--- config.mk ---
export PLATFORM = sky130hd
export DESIGN_NAME = inv_mix_columns_seq
export DESIGN_NICKNAME = d
export VERILOG_FILES = /design/src/rtl/aes_pkg.sv /design/src/rtl/inv_mix_column.sv /design/src/rtl/inv_mix_columns_seq.sv
export SDC_FILE = /design/constraint.sdc
export NUM_CORES = 1
export LEC_CHECK = 0
export CAP_MARGIN = 20
export CORE_MARGIN = 4
export CORE_UTILIZATION = 35
export DETAILED_ROUTE_END_ITERATION = 12
export GPL_TIMING_DRIVEN = 0
export PLACE_DENSITY = 0.55
export REMOVE_ABC_BUFFERS = 1
export SYNTH_ARGS = -nofsm -noshare
export SYNTH_HDL_FRONTEND = slang
export SYNTH_SLANG_ARGS = --single-unit
--- constraint.sdc ---
create_clock -name clk -period 25.6 [get_ports clk]
set_input_delay 5.12 -clock clk [delete_from_list [all_inputs] [get_ports clk]]
set_output_delay 5.12 -clock clk [all_outputs]
set_load 0.05 [all_outputs]
--- src/rtl/aes_pkg.sv ---
// Shared AES types, FSM encoding and the GF(2^8) doubling helper used by the
// InvMixColumns datapath.
package aes_pkg;

    localparam logic [7:0]  AES_POLY_LSB = 8'h1B;
    localparam int unsigned BYTE_W       = 8;
    localparam int unsigned COL_W        = 32;
    localparam int unsigned STATE_W      = 128;

    typedef logic [BYTE_W-1:0]  byte_t;
    typedef logic [COL_W-1:0]   col_t;
    typedef logic [STATE_W-1:0] state_t;

    typedef enum logic [1:0] {
        IDLE,
        BUSY,
        DONE
    } fsm_e;

    // Multiply by x modulo x^8 + x^4 + x^3 + x + 1.
    function automatic byte_t xtime(input byte_t x);
        return {x[6:0], 1'b0} ^ (x[7] ? AES_POLY_LSB : 8'h00);
    endfunction

endpackage

--- src/rtl/inv_mix_column.sv ---
// Combinational InvMixColumns for one 32-bit column (row 0 in the MSB byte).
module inv_mix_column
    import aes_pkg::*;
(
    input  col_t col_i,
    output col_t col_o
);

    byte_t a  [4];
    byte_t x2 [4];
    byte_t x4 [4];
    byte_t x8 [4];
    byte_t m9 [4];
    byte_t mb [4];
    byte_t md [4];
    byte_t me [4];

    // Build the 09/0b/0d/0e multiples of every input byte from repeated doubling.
    always_comb begin
        for (int r = 0; r < 4; r++) begin
            a[r]  = col_i[31-8*r -: 8];
            x2[r] = xtime(a[r]);
            x4[r] = xtime(x2[r]);
            x8[r] = xtime(x4[r]);
            m9[r] = x8[r] ^ a[r];
            mb[r] = x8[r] ^ x2[r] ^ a[r];
            md[r] = x8[r] ^ x4[r] ^ a[r];
            me[r] = x8[r] ^ x4[r] ^ x2[r];
        end
    end

    assign col_o = {me[0] ^ mb[1] ^ md[2] ^ m9[3],
                    m9[0] ^ me[1] ^ mb[2] ^ md[3],
                    md[0] ^ m9[1] ^ me[2] ^ mb[3],
                    mb[0] ^ md[1] ^ m9[2] ^ me[3]};

endmodule

--- src/rtl/inv_mix_columns_seq.sv ---
// Iterative InvMixColumns engine: captures a state, mixes COLS_PER_CYCLE
// columns per clock in place, then holds the result until it is accepted.
module inv_mix_columns_seq
    import aes_pkg::*;
#(
    parameter int unsigned COLS_PER_CYCLE = 1
) (
    input  logic         clk,
    input  logic         rst,
    input  logic         in_valid,
    output logic         in_ready,
    input  logic [127:0] in_state,
    output logic         out_valid,
    input  logic         out_ready,
    output logic [127:0] out_state,
    output logic         busy
);

    localparam int unsigned NUM_COLS = 4;
    localparam logic [1:0]  LAST_CNT = 2'(NUM_COLS - COLS_PER_CYCLE);
    localparam logic [1:0]  CNT_STEP = 2'(COLS_PER_CYCLE);

    if (COLS_PER_CYCLE != 1 && COLS_PER_CYCLE != 2 && COLS_PER_CYCLE != 4) begin : g_bad_cfg
        $error("inv_mix_columns_seq: COLS_PER_CYCLE must be 1, 2 or 4");
    end

    fsm_e                  state_q;
    logic [3:0][COL_W-1:0] work_q;
    logic [3:0][COL_W-1:0] work_d;
    logic [1:0]            cnt_q;
    logic                  out_valid_q;
    state_t                out_state_q;

    logic [1:0] sel     [COLS_PER_CYCLE];
    col_t       col_in  [COLS_PER_CYCLE];
    col_t       col_out [COLS_PER_CYCLE];

    // Column c lives in packed slot 3-c, so col 0 is the MSB word.
    for (genvar g = 0; g < COLS_PER_CYCLE; g++) begin : g_col
        assign sel[g]    = 2'(NUM_COLS - 1) - cnt_q - 2'(g);
        assign col_in[g] = work_q[sel[g]];

        inv_mix_column u_inv_mix_column (
            .col_i (col_in[g]),
            .col_o (col_out[g])
        );
    end

    always_comb begin
        work_d = work_q;
        for (int k = 0; k < int'(COLS_PER_CYCLE); k++) begin
            work_d[sel[k]] = col_out[k];
        end
    end

    always_ff @(posedge clk or posedge rst) begin
        if (rst) begin
            state_q     <= IDLE;
            work_q      <= '0;
            cnt_q       <= '0;
            out_valid_q <= 1'b0;
            out_state_q <= '0;
        end else begin
            case (state_q)
                IDLE: begin
                    if (in_valid) begin
                        work_q  <= in_state;
                        cnt_q   <= '0;
                        state_q <= BUSY;
                    end
                end
                BUSY: begin
                    work_q <= work_d;
                    cnt_q  <= cnt_q + CNT_STEP;
                    // The final slice lands straight in the holding register.
                    if (cnt_q == LAST_CNT) begin
                        out_state_q <= work_d;
                        out_valid_q <= 1'b1;
                        state_q     <= DONE;
                    end
                end
                DONE: begin
                    if (out_ready) begin
                        out_valid_q <= 1'b0;
                        if (in_valid) begin
                            work_q  <= in_state;
                            cnt_q   <= '0;
                            state_q <= BUSY;
                        end else begin
                            state_q <= IDLE;
                        end
                    end
                end
                default: state_q <= IDLE;
            endcase
        end
    end

    // A finished block frees the input port in the same cycle it is retired.
    assign in_ready  = ~rst & ((state_q == IDLE) | ((state_q == DONE) & out_ready));
    assign busy      = (state_q == BUSY);
    assign out_valid = out_valid_q;
    assign out_state = out_state_q;

endmodule

==> results of run 1 <==
-- per-layer routing --
layer / GRT usage [%] / vias up / wire [um]
li1: - / 5349 / -
met1: 29.8 / 5876 / 22700
met2: 34.9 / 425 / 24100
met3: 4.15 / 65 / 3250
met4: 4.06 / 0 / 975
met5: 0 / - / 0
-- cell usage in the layout (no fill, tap or decap), drive strengths merged --
| cell | Yosys | final |
|---|---|---|
| a21oi | 90 | 90 |
| a22oi | 16 | 16 |
| a32oi | 52 | 52 |
| and2 | 5 | 5 |
| buf | 37 | 23 |
| bufinv | 0 | 2 |
| clkbuf | 74 | 48 |
| clkdlybuf4s50 | 0 | 262 |
| clkinv | 0 | 5 |
| clkinvlp | 0 | 1 |
| dfrtp | 261 | 261 |
| diode | 0 | 2 |
| ha | 4 | 4 |
| inv | 6 | 6 |
| mux2i | 128 | 128 |
| mux4 | 32 | 32 |
| nand2 | 114 | 114 |
| nand3 | 5 | 5 |
| nor2 | 89 | 89 |
| nor3 | 2 | 2 |
| o21a | 1 | 1 |
| o21ai | 173 | 173 |
| o22a | 40 | 40 |
| o22ai | 20 | 20 |
| o31ai | 1 | 1 |
| xnor2 | 116 | 116 |
| xnor3 | 45 | 45 |
| xor2 | 52 | 52 |
| xor3 | 5 | 5 |
-- cell type report --
class                      instances  area (um2)
tap                              577         722
fill                            3988       22700
inverter                           6        30.0
clock inverter                     8        92.6
multi-input combinational        990        8170
timing repair buffer             285        3100
antenna                            2        5.00
sequential                       261        6540
clock buffer                      48        1000
-- stage by stage --
| stage | setup slack (ns) | instance area (um2) | hold WS (ns) | std cells |
|---|---|---|---|---|
| floorplan | 13.30 | 14600 | 0.473 | 1257 |
| global placement | 9.51 | 18000 | 0.461 | 2096 |
| detailed placement | 13.72 | 18600 | 0.472 | 2119 |
| CTS | 13.71 | 19700 | 0.485 | 2175 |
| global route | 13.64 | 19700 | 0.496 | 2175 |
| finish | 13.72 | 19700 | 0.477 | 2177 |
-- worst reg2reg max path, cell delays in order, from the launching register on --
cell     delay [ns]
dfrtp_4        1.04
mux4_2         0.88
xor2_2         0.60
xnor2_1        0.32
xnor3_1        0.54
xor2_1         0.33
mux2i_1        0.20
a21oi_1        0.19
-- registers in the layout, summed over array words and instances, names as in the netlist --
| register | flops |
|---|---|
| out_state | 128 |
| work_q | 128 |
| cnt_q | 2 |
| state_q | 2 |
| out_valid | 1 |
-- cell families (layout without fill, tap and decap cells) --
group | after synthesis | count (layout) | share of synthesized area (%)
AOI/OAI and AO/OA | 393 | 393 | 15.8
DFF | 261 | 261 | 43.2
xor gates and xnor gates | 218 | 218 | 18.5
and+or+nand+nor | 215 | 215 | 5.50
muxes | 160 | 160 | 13.2
buffers and inverters | 117 | 347 | 3.48
adders and majority gates | 4 | 4 | 0.331
other | 0 | 2 | 0
-- final timing paths --
kind                                     from             to  slack [ns]
worst max register to register       cnt_q[0]  out_state[67]       21.43
worst min register to register  out_state[14]  out_state[14]        0.48
min in group asynchronous                 rst  out_state[59]        4.99
max in group asynchronous                 rst  out_state[89]       19.63
worst min-delay path            out_state[14]  out_state[14]        0.48
worst max-delay path                out_ready       in_ready       13.72
==> results.yml, run 1 <==
clock_tree:
  clk_latency_ns: 0.58
  cts_buffers: 31
  hold_buffers: 0
  root_buffer: "clkbuf_16"
  clkSlewWorstSetupHoldPaths_ns: 0.06
  clock-sinks: 261
  tritoncts: "done"
  postCtsSetupBuffers: 0
  clockBufferDepth: 3
  htree_levels: 1
  cts-resized-gates: 0
cells_and_area:
  syn_to_final_growth_pct: 30.0
  finalNetCount: 1711
  drive_gt1_share_pct: 9.70
  utilization_pct: 46.4
floorplan:
  initial_utilization_pct: 35.7
  chipHeight_um: 216
  io_pins: 263
  rows: 75
  die-area_um2: 46600
  core_area_um2: 42300
  die_w_um: 216
drt:
  post_drt_via_cell_ratio: 5.38
  drt-initial-drc-count: 913
  drc: 0
  routed_wl_um: 51100
  vias: 11715
  dr.pass1.iters: 5
  ant_nets: 0
  wl_per_cell_um: 23.5
grt:
  grt_pass1_vias: 12180
  grt_overflow_total: 0
  grt_max_degree: 121
  antenna_found_initial: 2
  grt_pass1_wl_um: 77400
  grt_usage_pct: 21.3
status:
  status: "finished, final reports clean"
setup_path:
  cp_slowest_stage_delay_ns: 0.85
  worst_path_max_delay_cell: "clkdlybuf4s50_1"
  crit_path_end_kind: "primary output"
  cp_cell_sequence: "clkdlybuf4s50_1 -> nor2_1 -> nor3_1 -> clkdlybuf4s50_1"
  worst_ep_arrival_time_ns: 6.76
  required_ns: 20.48
  cp.depth: 4
  cp_common_cell: "clkdlybuf4s50_1"
  critPathKind: "in -> out"
  cp_top_family: "buffers and inverters"
  critPathLaunchType: "input port"
  cp_num_buf_inv: 2
  crit_fanout: 4
  reg2reg_depth: 7
logic_synthesis:
  synth_edf_count: 0
  ys_warn_count: 0
  async_flop_share_pct: 100
  yosysSeqAreaShare_pct: 43.2
  yosys.area.top_type: "dfrtp_1"
  ys_ff_latch: 261
  syn_avg_cell_area_um2: 11.1
  syn_area_um2: 15100
  ys_top_cells_by_count: "dfrtp_1, o21ai_0, mux2i_1, nand2_1, xnor2_1"
  yosysUniqueCellTypes: 36
  netlist_instances: 1368
  yosysMostFrequentCell: "dfrtp_1"
  yosysTopAreaCellShare_pct: 43.2
  synth_area_leaders: "dfrtp_1, mux2i_1, xnor3_1"
  synth_flop_cell: "dfrtp_1"
sta:
  period_needed_ns: 11.88
  setup_viol: 0
  post-route-period-util_pct: 46.4
  skew_ns: 0.0239
  grt_setup_unrepaired: "false"
  worst_pin_slew_ns: 1.02
  max_freq_mhz: 84.2
  hold_violations: 0
  slew_violations: 0
  finalSetupTns_ns: 0
  slew_headroom_pct: 31.7
job:
  drv_cap: 0
placement:
  io_buffers: 262
  gp_congestion: 0.858
  hpwl_um: 36000
hold_path:
  whs_path_depth: 2
  min-delay-path-class: "reg -> reg"
Power of run 1 is not shown: default switching activity piles up to over one toggle a cycle in this logic, so the estimate is an artifact.
==> run 2: changes to the inputs <==
Settings changed: PLACE_DENSITY 0.55 to 0.57.
Clock period 25.6 ns to 9.7 ns, I/O delays scaled along.
==> results.yml, run 2 (synthesis gave the netlist of run 1 again) <==
sta:
  max_freq_mhz: 181
  skew_ns: 0.0162
  setup_viol: 0
  hold_slack_ns: 0.477
  post-route-period-util_pct: 56.8
  worst_pin_slew_ns: 1.06
  slew_headroom_pct: 29.6
  grt_setup_unrepaired: "false"
  slew_violations: 0
  hold_violations: 0
  period_needed_ns: 5.51
floorplan:
  die-area_um2: 46600
  core_area_um2: 42300
  chipHeight_um: 216
  io_pins: 263
  rows: 75
  initial_utilization_pct: 35.7
  die_w_um: 216
setup_path:
  required_ns: 7.76
  reg2reg_from: "cnt_q[0]"
  crit_fanout: 4
  reg2reg_to: "out_state[99]"
  crit_path_end_kind: "primary output"
  worst_ep_arrival_time_ns: 3.57
  critPathLaunchType: "input port"
  critPathKind: "in -> out"
  reg2reg_depth: 7
  reg2reg_slack_ns: 5.45
cells_and_area:
  drive_gt1_share_pct: 9.11
  postLayoutCellArea_um2: 19500
  insertedDiodeCount: 0
  finalNetCount: 1710
  syn_to_final_growth_pct: 29.1
  mostFrequentLayoutCells: "clkdlybuf4s50_1, dfrtp_1, o21ai_0"
  final_common_cell: "clkdlybuf4s50_1"
grt:
  grt_pass1_wl_um: 77300
  grt_usage_pct: 21.3
  grt_pass1_vias: 12323
  antenna_found_initial: 1
  grt_overflow_total: 0
  grt_max_degree: 124
placement:
  hpwl_um: 35900
  gp_congestion: 0.854
  io_buffers: 262
  placed_area_um2: 18500
clock_tree:
  clk_latency_ns: 0.57
  clockBufferDepth: 3
  htree_levels: 1
  cts_buffers: 30
  clock-sinks: 261
  root_buffer: "clkbuf_16"
  tritoncts: "done"
  clkSlewWorstSetupHoldPaths_ns: 0.06
  hold_buffers: 0
  cts-resized-gates: 0
  postCtsSetupBuffers: 0
hold_path:
  hold_end: "out_state[93]"
  min_from: "out_state[93]"
  whs_path_depth: 2
  min-delay-path-class: "reg -> reg"
drt:
  wl_per_cell_um: 23.4
  routed_wl_um: 50800
  vias: 11604
  drc: 0
  drt-initial-drc-count: 830
  dr.pass1.iters: 5
  post_drt_via_cell_ratio: 5.35
  ant_nets: 0
status:
  status: "finished, final reports clean"
job:
  drv_cap: 0
[run 2: cell count changes in the layout (fill, tap and decap cells not counted)]
cell,previous run,this run
buf_16,9,6
diode_2,2,0
clkbuf_1,1,5
buf_12,5,7
clkbuf_8,16,6
bufinv_16,2,3
clkinv_2,5,2
buf_6,2,4
buf_8,7,6
clkinvlp_4,1,3
[run 2: area by class of cell]
cell class                 instances  area (um2)
clock buffer                      42         877
clock inverter                     8         123
fill                            3968       22800
inverter                           6        30.0
multi-input combinational        990        8170
sequential                       261        6540
tap                              577         722
timing repair buffer             285        3060
[run 2: routing by layer]
| metal | wire length [um] | vias to the layer above | track usage (%) |
|---|---|---|---|
| li1 | - | 5329 | - |
| met1 | 22600 | 5812 | 29.2 |
| met2 | 24100 | 399 | 35.3 |
| met3 | 3320 | 62 | 3.98 |
| met4 | 804 | 2 | 4.51 |
| met5 | 20 | - | 0 |
[run 2: worst max path at each step]
| stage | from | endpoint | cells after the start |
|---|---|---|---|
| finish | out_ready | in_ready | 4 |
| global route | out_ready | in_ready | 4 |
| CTS | out_ready | in_ready | 4 |
| detailed placement | rst | in_ready | 3 |
| global placement | rst | out_state[81] | 2 |
| floorplan | rst | cnt_q[0] | 1 |
[run 2: metrics by stage]
step	setup slack [ns]	std cells	utilization, %	TNS, ns
3_3_place_gp	-3.26	2096	42.4	-915.73
2_1_floorplan	0.576	1257	-	0
3_5_place_dp	4.20	2119	43.8	0
6_report	4.19	2169	46.1	0
4_1_cts	4.19	2169	46.1	0
5_1_grt	4.13	2169	46.1	0
[run 2: worst max-delay path, cell delays in order]
cell and delay (ns):
clkdlybuf4s50_1 0.55, nor2_1 0.08, nor3_1 0.16, clkdlybuf4s50_1 0.85
Power of run 2 is left out for the same reason.
==> run 3: changes to the inputs <==
Clock period 9.7 ns to 4.5 ns, I/O delays scaled along.
==> results.yml, run 3 (synthesis gave the netlist of run 1 again) <==
clock_tree:
  cts-resized-gates: 0
  root_buffer: "clkbuf_16"
  clock-sinks: 261
  hold_buffers: 0
  tritoncts: "done"
  clkSlewWorstSetupHoldPaths_ns: 0.06
  clockBufferDepth: 3
  clk_latency_ns: 0.57
  postCtsSetupBuffers: 0
  cts_buffers: 30
  htree_levels: 1
drt:
  post_drt_via_cell_ratio: 5.39
  vias: 11692
  ant_nets: 0
  dr.pass1.iters: 5
  drt-initial-drc-count: 872
  routed_wl_um: 51000
  wl_per_cell_um: 23.5
  drc: 0
setup_path:
  required_ns: 3.60
  crit_start: "state_q[0]"
  cp_top_family: "buffers and inverters"
  cp_slowest_stage_delay_ns: 0.97
  cp_cell_sequence: "nand2_4 -> inv_2 -> clkdlybuf4s50_1"
  crit_path_end_kind: "primary output"
  worst_path_max_delay_cell: "clkdlybuf4s50_1"
  crit_fanout: 55
  critPathLaunchType: "flop"
  cp.depth: 3
  worst_ep_arrival_time_ns: 3.35
  reg2reg_depth: 7
  reg2reg_from: "cnt_q[0]"
  cp_num_buf_inv: 2
  critPathKind: "reg -> out"
cells_and_area:
  mostFrequentLayoutCells: "clkdlybuf4s50_1, dfrtp_1, o21ai_0"
  insertedDiodeCount: 0
  fillerInstances: 3966
  finalNetCount: 1711
  register_area_um2: 6540
  final_common_cell: "clkdlybuf4s50_1"
  drive_gt1_share_pct: 9.17
  syn_to_final_growth_pct: 29.3
  multi_input_area_um2: 8170
sta:
  slew_headroom_pct: 31.3
  skew_ns: 0.0159
  grt_setup_unrepaired: "false"
  hold_violations: 0
  setup_viol: 0
  post-route-period-util_pct: 94.5
  finalSetupTns_ns: 0
  slew_violations: 0
  worst_pin_slew_ns: 1.03
  period_needed_ns: 4.25
  max_freq_mhz: 235
grt:
  grt_overflow_total: 0
  grt_max_degree: 124
  antenna_found_initial: 1
  grt_pass1_vias: 12323
  grt_usage_pct: 21.3
  grt_pass1_wl_um: 77300
floorplan:
  rows: 75
  core_area_um2: 42300
  chipHeight_um: 216
  initial_utilization_pct: 35.7
  die_w_um: 216
  io_pins: 263
  die-area_um2: 46600
placement:
  io_buffers: 262
  hpwl_um: 35900
  gp_congestion: 0.854
job:
  drv_cap: 0
hold_path:
  whs_path_depth: 2
  min-delay-path-class: "reg -> reg"
  min_from: "out_state[93]"
status:
  status: "finished, final reports clean"
-- run 3: changes by cell type in the layout (fill, tap and decap cells not counted), sizes merged --
cell	before	now
buf	23	24
-- run 3: stage by stage --
stage                     cells  utilization, %  hold WS, ns  instance area (um2)  setup slack (ns)
after detailed placement   2119            43.8        0.470                18500             0.233
final                      2170            46.2        0.477                19500             0.246
after global routing       2170            46.2        0.498                19500            0.0536
after CTS                  2169            46.1        0.482                19500             0.200
after floorplan            1257               -        0.473                14600             -3.58
after global placement     2096            42.4        0.466                18000             -7.42
-- run 3: path summary, 6_finish.rpt --
kind | endpoint | slack [ns]
max in group asynchronous | out_state[122] | 2.89
setup / recovery | busy | 0.25
hold / removal | out_state[93] | 0.48
setup reg to reg | out_state[67] | 0.50
hold reg to reg | out_state[93] | 0.48
min in group asynchronous | work_q[108] | 0.72
-- run 3: worst min-delay path: cells and delay by family (launching register included) --
| family | cells | cell delay (ns) |
|---|---|---|
| compound gates | 1 | 0.06 |
| flops | 1 | 0.34 |
| simple gates | 1 | 0.04 |
-- run 3: layout make-up --
class / count / share of cell area [%]
clock inverter: 8 / 0.627
timing repair buffer: 286 / 15.8
multi-input combinational: 990 / 41.8
sequential: 261 / 33.4
clock buffer: 42 / 4.49
inverter: 6 / 0.154
tap: 577 / 3.69
-- run 3: routing by layer --
metal	up-vias	part of all wire, %	track usage (%)
met5	-	0.039	0
met4	2	1.5	4.51
met3	61	6.3	3.98
met2	408	47	35.3
met1	5889	45	29.2
li1	5332	-	-
Power of run 3 is left out for the same reason.
